<file path="src/rtl/counter_sweep_controller.sv">
// Sweep controller for a 4-bit up/down loadable counter. It steers the counter
// through lo->hi->lo triangle periods, then parks it at lo. Because the counter
// has no enable, the controller freezes it by reloading its own Q when idle.
module counter_sweep_controller #(
    parameter int unsigned WIDTH = 4
) (
    input  logic             clk,
    input  logic             reset,
    input  logic             start,
    input  logic             stop,
    input  logic [WIDTH-1:0] lo_limit,
    input  logic [WIDTH-1:0] hi_limit,
    input  logic [WIDTH-1:0] periods,
    input  logic [WIDTH-1:0] q_in,
    output logic             load,
    output logic [WIDTH-1:0] data,
    output logic             mode_cntrl,
    output logic             busy,
    output logic             done,
    output logic             err,
    output logic [WIDTH-1:0] sweep_count
);

    typedef enum logic [1:0] {StIdle, StLoad, StSweep} state_e;

    state_e           r_state;
    state_e           w_state_next;
    logic             r_dir;          // 1 = counting up, 0 = counting down
    logic [WIDTH-1:0] r_lo;
    logic [WIDTH-1:0] r_hi;
    logic [WIDTH-1:0] r_periods;
    logic [WIDTH-1:0] r_sweep_count;
    logic             r_done;
    logic             r_err;

    logic             w_limits_ok;
    logic             w_accept;
    logic             w_reject;
    logic             w_ed;
    logic             w_bottom;
    logic [WIDTH-1:0] w_count_inc;
    logic             w_final;

    assign w_limits_ok = (lo_limit < hi_limit);
    assign w_accept    = start & ~stop & w_limits_ok;
    assign w_reject    = start & ~stop & ~w_limits_ok;
    assign w_bottom    = (r_state == StSweep) & ~r_dir & (q_in <= r_lo);
    assign w_count_inc = r_sweep_count + WIDTH'(1);
    assign w_final     = w_bottom & (r_periods != '0) & (w_count_inc == r_periods);

    assign done        = r_done;
    assign err         = r_err;
    assign sweep_count = r_sweep_count;

    // Effective direction: turn around at either limit, using >=/<= so an
    // out-of-range Q still steers back toward the window.
    always_comb begin
        w_ed = r_dir;
        if (r_dir && (q_in >= r_hi)) begin
            w_ed = 1'b0;
        end else if (!r_dir && (q_in <= r_lo)) begin
            w_ed = 1'b1;
        end
    end

    // State register.
    always_ff @(posedge clk) begin
        if (reset) begin
            r_state <= StIdle;
        end else begin
            r_state <= w_state_next;
        end
    end

    // Next-state logic; stop beats everything while busy.
    always_comb begin
        w_state_next = r_state;
        case (r_state)
            StIdle: begin
                if (w_accept) begin
                    w_state_next = StLoad;
                end
            end
            StLoad: begin
                w_state_next = stop ? StIdle : StSweep;
            end
            StSweep: begin
                if (stop || w_final) begin
                    w_state_next = StIdle;
                end
            end
            default: w_state_next = StIdle;
        endcase
    end

    // Counter drive: hold in idle, seed lo in LOAD, steer direction in SWEEP.
    always_comb begin
        load       = 1'b0;
        data       = '0;
        mode_cntrl = 1'b0;
        busy       = (r_state != StIdle);
        case (r_state)
            StIdle: begin
                load       = 1'b1;
                data       = q_in;
                mode_cntrl = 1'b1;
            end
            StLoad: begin
                load = 1'b1;
                data = stop ? q_in : r_lo;
            end
            StSweep: begin
                mode_cntrl = w_ed;
                if (stop) begin
                    load = 1'b1;
                    data = q_in;
                end else if (w_final) begin
                    load = 1'b1;
                    data = r_lo;
                end
            end
            default: begin
                load = 1'b1;
                data = q_in;
            end
        endcase
    end

    // Job registers: latched limits, direction, period count and status pulses.
    always_ff @(posedge clk) begin
        if (reset) begin
            r_dir         <= 1'b1;
            r_lo          <= '0;
            r_hi          <= '0;
            r_periods     <= '0;
            r_sweep_count <= '0;
            r_done        <= 1'b0;
            r_err         <= 1'b0;
        end else begin
            r_done <= (r_state == StSweep) & ~stop & w_final;
            r_err  <= (r_state == StIdle) & w_reject;
            case (r_state)
                StIdle: begin
                    if (w_accept) begin
                        r_lo          <= lo_limit;
                        r_hi          <= hi_limit;
                        r_periods     <= periods;
                        r_sweep_count <= '0;
                    end
                end
                StLoad: begin
                    r_dir <= 1'b1;
                end
                StSweep: begin
                    r_dir <= w_ed;
                    if (w_bottom && !stop) begin
                        r_sweep_count <= w_count_inc;
                    end
                end
                default: ;
            endcase
        end
    end

endmodule

</file>
<file path="config.mk">
export PLATFORM = sky130hd
export DESIGN_NAME = counter_sweep_controller
export DESIGN_NICKNAME = d
export VERILOG_FILES = /design/src/rtl/counter_sweep_controller.sv
export SDC_FILE = /design/constraint.sdc
export NUM_CORES = 1
export LEC_CHECK = 0
export ABC_CLOCK_PERIOD_IN_PS = 7800
export CELL_PAD_IN_SITES_DETAIL_PLACEMENT = 1
export CELL_PAD_IN_SITES_GLOBAL_PLACEMENT = 2
export CORE_ASPECT_RATIO = 1.75
export CORE_MARGIN = 2
export CORE_UTILIZATION = 31
export DETAILED_ROUTE_END_ITERATION = 10
export PLACE_DENSITY = 0.93
export SLEW_MARGIN = 20
export SYNTH_ARGS = -nofsm -noshare
export SYNTH_HDL_FRONTEND = slang
export SYNTH_SLANG_ARGS = --single-unit
</file>
<file path="constraint.sdc">
create_clock -name clk -period 7.8 [get_ports clk]
set_input_delay 2.34 -clock clk [delete_from_list [all_inputs] [get_ports clk]]
set_output_delay 2.34 -clock clk [all_outputs]
set_load 0.01 [all_outputs]
</file>
; Yosys cells after proc, flatten, opt, wreduce, memory -nomap -nowiden
; Index checks and enable logic that the tools add are counted.
[word_totals]
elab_cells = 63
latchBits = 0
in_bits = 20
ram_bits = 0
romBits = 0
reg_bits = 21
out_inout_bits = 13
n_memories = 0
[classes]
addsub = 1
shift = 0
div_mod_pow = 0
n_lt_le_gt_ge = 3
reduce_logical = 14
multipliers = 0
n_eq_ne = 6
bitwise = 13
mux = 18
[op_table]
columns = operator, n
row1 = two-way mux 4 bit, 5
row2 = one-hot mux 4 bit (2 select lines), 2
row3 = AND 1 bit, 10
row4 = two-way mux 2 bit, 3
row5 = one-hot mux 2 bit (3 select lines), 1
row6 = nonzero test 2 bit, 3
row7 = two-way mux 1 bit, 5
row8 = "adder 4 x 1 -> 4 bit, second input constant", 1
row9 = equality test 4 bit, 1
row10 = greater-or-equal comparator 4 bit, 1
row11 = less-or-equal comparator 4 bit, 1
row12 = less-than comparator 4 bit, 1
row13 = "inequality test 2 bit, second input constant", 2
row14 = one-hot mux 1 bit (2 select lines), 2
row15 = AND reduction 2 bit, 2
row16 = nonzero test 4 bit, 1
row17 = logical AND 1 bit, 3
row18 = NOT 1 bit, 3
row19 = AND reduction 3 bit, 1
row20 = "equality test 2 x 1 -> 1 bit, second input constant", 1
row21 = "equality test 2 bit, second input constant", 1
row22 = logical NOT 1 bit, 2
row23 = logical NOT 2 bit, 1
row24 = "inequality test 2 x 1 -> 1 bit, second input constant", 1
row25 = logical OR 1 bit, 1

; Logic depth before layout (Yosys ltp)
[logic_depth]
depth_word = 8
ltp_mapped = 10
depth_no_buf = 8

; Least setup slack after synthesis
; OpenSTA, ideal clock, no wires.
[synth_path]
path_kind = input -> output
from = in q_in[2]
to = out data[0]
path_buffers = 0
cell_stages = 7
t_required_ns = 5.460
arrival_time_ns = 3.615
path_slack_ns = 1.845
cell_sequence = ha_1 > nand3_1 > o221a_2 > nor2_2 > o21ai_1 > a21oi_1 > o22ai_1
[synth_between]
elab_chain_cells = 7
[synth_lines]
columns = element, line
row1 = from (decl), 14  ; input logic [WIDTH-1:0] q_in,
row2 = less-or-equal comparator 4 bit, 47  ; assign w_bottom = (r_state == StSweep) & ~r_dir & (q_in <= r_lo);
row3 = AND 1 bit, 47
row4 = AND 1 bit (2 in series), 49  ; assign w_final = w_bottom & (r_periods != '0) & (w_count_inc == r_periods);
row5 = two-way mux 4 bit, 117  ; end else if (w_final) begin
row6 = two-way mux 4 bit, 114  ; if (stop) begin
row7 = one-hot mux 4 bit (2 select lines), 102  ; case (r_state)
row8 = to (decl), 16  ; output logic [WIDTH-1:0] data,
; Every way passes these cells.

; Worst setup path in the final report
[layout_path]
from = in q_in[2]
to = out data[1]
; Same word-level chain as after synthesis.

==> impl_metrics.yaml <==
place:
  dpl_cell_area_sq_um: 1800
  placed_cells_incl_taps: 252
  hpwlAfterDp_mm: 3.02
  port_buffers: 32
  globalplace.congestion: 0.768
global_route:
  grt_first_pass_wirelength_mm: 6.22
  first_global_vias: 1321
  grt_antenna_before_repair: 0
  grt_max_degree: 23
  overflow: 0
  track_usage_pct: 15.0
logic_synthesis:
  async_flop_share_pct: 0
  yosys_warnings: 0
  synth_compound_area_share_pct: 22.7
  yosysTopAreaCell: "dfxtp_1"
  yosys.area_share.xor_xnor_pct: 3.05
  synth_top_family_by_area: "compound AO/OA/AOI/OAI gates"
  synth_mux_area_share_pct: 6.97
  synth_simple_gate_area_share_pct: 17.7
  synthCells: 175
  avgSynthCellArea_sq_um: 8.20
  syn_nets: 210
  synth_ff_type: "dfxtp_1"
  ys_ff_latch: 21
  synth_top_area_share_pct: 29.3
  synth_edf_count: 0
  synth_area_leaders: "dfxtp_1 29%, ha_1 13%, mux2i_1 7.0%"
  synth_area_sq_um: 1440
  synth_cell_type_count: 41
  ys_seq_area_share_pct: 29.3
  synth_adder_area_share_pct: 13.1
cells_and_area:
  fill_cells: 548
  fin_area_sq_um: 1840
  synthToLayoutAreaGrowth_pct: 28.4
  drive_gt1_share_pct: 5.37
  final_util_pct: 41.5
  layout.nets: 241
  instances_no_fill: 256
  diodes: 0
clocking:
  tritoncts: "done"
  cts.path.max_buffers: 2
  h-tree-depth: 1
  clock_tree.root_cell: "clkbuf_8"
  post_cts_buffers: 0
  clk_pin_slew_worst_paths_ps: 80
  cts.sinks: 21
  cts_buffers: 3
  cts_hold_buf: 0
  clock_insertion_delay_worst_skew_ps: 260
  cts.repair.resized: 0
sta:
  clock_skew_ps: 2.94
  maxSlewHeadroom_pct: 42.3
  setup_viol: 0
  fin_tns_setup_ps: 0
  rsz0062_at_grt: "no"
  slew_viol_final: 0
  finalCritPeriodShare_pct: 92.2
  hold_violations: 0
  fin_crit_ps: 7190
  fmax_mhz: 139
  worst_pin_slew_ps: 863
run_status:
  outcome: "finished clean"
pwr:
  powerDensity_nw_per_um2: 136
  leakagePower_nw: 0.761
  ir_drop_mv: 0.0750
  total_power_mw: 0.251
setup_path:
  r2r_cells: 8
  start_kind: "input pin"
  regToRegStartpoint: "r_lo[2]$_SDFFE_PP0P_"
  cp_max_fo: 9
  cp.required_ps: 5460
  endpoint_kind: "output port"
  r2r_end: "r_state[0]$_SDFFE_PP0P_"
  rrSetupSlack_ps: 5570
  worst_ep_arrival_time_ps: 4850
  worstSetupPathType: "in -> out"
detailed_routing:
  drt_iter0_drc: 27
  vias_per_cell: 5.08
  postRouteAntennaNets: 0
  dr.pass1.iters: 4
  drc_errors: 0
  vias: 1301
  drt-wirelength-per-cell_microns: 14.5
  wl_mm: 3.72
die:
  floorplan.rows: 32
  core_area_sq_um: 4440
  start_util_pct: 32.3
  die_w_microns: 55.4
  die-area_sq_um: 5210
  die_h_microns: 94.0
  io_pins: 33
flow_run:
  drv_cap: 0
worst_hold_path:
  holdCritStartpoint: "r_hi[3]$_SDFFE_PP0P_"
  min_path_cells: 2
  whs_endpoint: "r_hi[3]$_SDFFE_PP0P_"
  hp-class: "reg -> reg"
cell usage in the layout (no fill, tap or decap), types with 2 or more instances in the layout:
cell type        instances
ha_1                    15
nor2_1                  20
o21bai_1                 2
clkdlybuf4s50_1         32
nor4_1                   2
clkbuf_8                 3
o21ai_0                  8
mux2i_1                 10
o22ai_1                  4
nor2b_1                  2
a21oi_1                 10
nand2_1                 14
nor3b_1                  2
xnor2_1                  4
nand2b_1                 5
dfxtp_1                 21
nand3_1                  3
inv_1                   20
o21ai_1                  5
critical path, cell delays in order:
cell and delay, ps:
clkdlybuf4s50_1 490, ha_1 360, nand3_1 110, nor3b_1 420, nor2_2 180, o21ai_1 170, a21oi_1 80, o22ai_1 140
clkdlybuf4s50_1 560
how the worst max path moves through the flow:
stage / from / end / slack (ps) / cells past startpoint
after floorplan: q_in[2] / data[0] / 1840 / 7
after global placement: q_in[2] / load / 710 / 7
after detailed placement: q_in[3] / data[1] / 660 / 9
after CTS: q_in[2] / data[1] / 600 / 9
after global routing: q_in[2] / data[1] / 450 / 9
final: q_in[2] / data[1] / 610 / 9
synthesized netlist by cell type, types with 3 or more instances:
cell,instances
dfxtp_1,21
inv_1,20
nor2_1,20
ha_1,15
nand2_1,14
a21oi_1,10
mux2i_1,10
o21ai_0,8
nand2b_1,5
o21ai_1,5
clkbuf_1,4
o22ai_1,4
xnor2_1,4
nand3_1,3
metal layers:
metal / routed length, microns / part of all wire, % / vias up / track usage, %
li1: - / - / 665 / -
met1: 1490 / 40 / 615 / 16.1
met2: 2090 / 56 / 17 / 29.6
met3: 68 / 1.8 / 4 / 1.38
met4: 66 / 1.8 / 0 / 5.49
met5: 0 / 0 / - / 0
kinds of logic (layout without fill, tap and decap cells):
kind of cell,count (synthesis),count (layout)
buffers and inverters,27,57
XOR/XNOR,5,5
AND/OR/NAND/NOR,53,53
multiplexers,10,10
adder cells (fa/ha/maj),15,15
AO/OA/AOI/OAI,44,44
flip-flops,21,21
cell type report:
cell class / instances / area [sq um] / share of cell area (%)
well taps: 51 / 63.8 / 3.46
repair buffers: 33 / 328 / 17.8
multi-input cells: 127 / 911 / 49.4
flip-flops and latches: 21 / 420 / 22.8
inverters: 20 / 75.1 / 4.07
clock buffers: 4 / 45.0 / 2.44
where the power goes:
part	leakage (nW)	switching [mW]	internal, mW
Clock	0.0228	0.0362	0.0364
Sequential	0.170	0.00267	0.111
Combinational	0.568	0.0325	0.0326
metrics by stage:
step	setup slack, ps	hold slack (ps)
finish	606	492
global route	450	525
CTS	599	503
detailed placement	662	484
global placement	710	465
floorplan	1840	454
registers in the layout, summed over array words and instances (netlist names):
name / count
r_dir: 1
err: 1
sweep_count: 4
r_hi: 4
r_lo: 4
r_periods: 4
done: 1
r_state: 2
(Power assumes the default switching activity.)
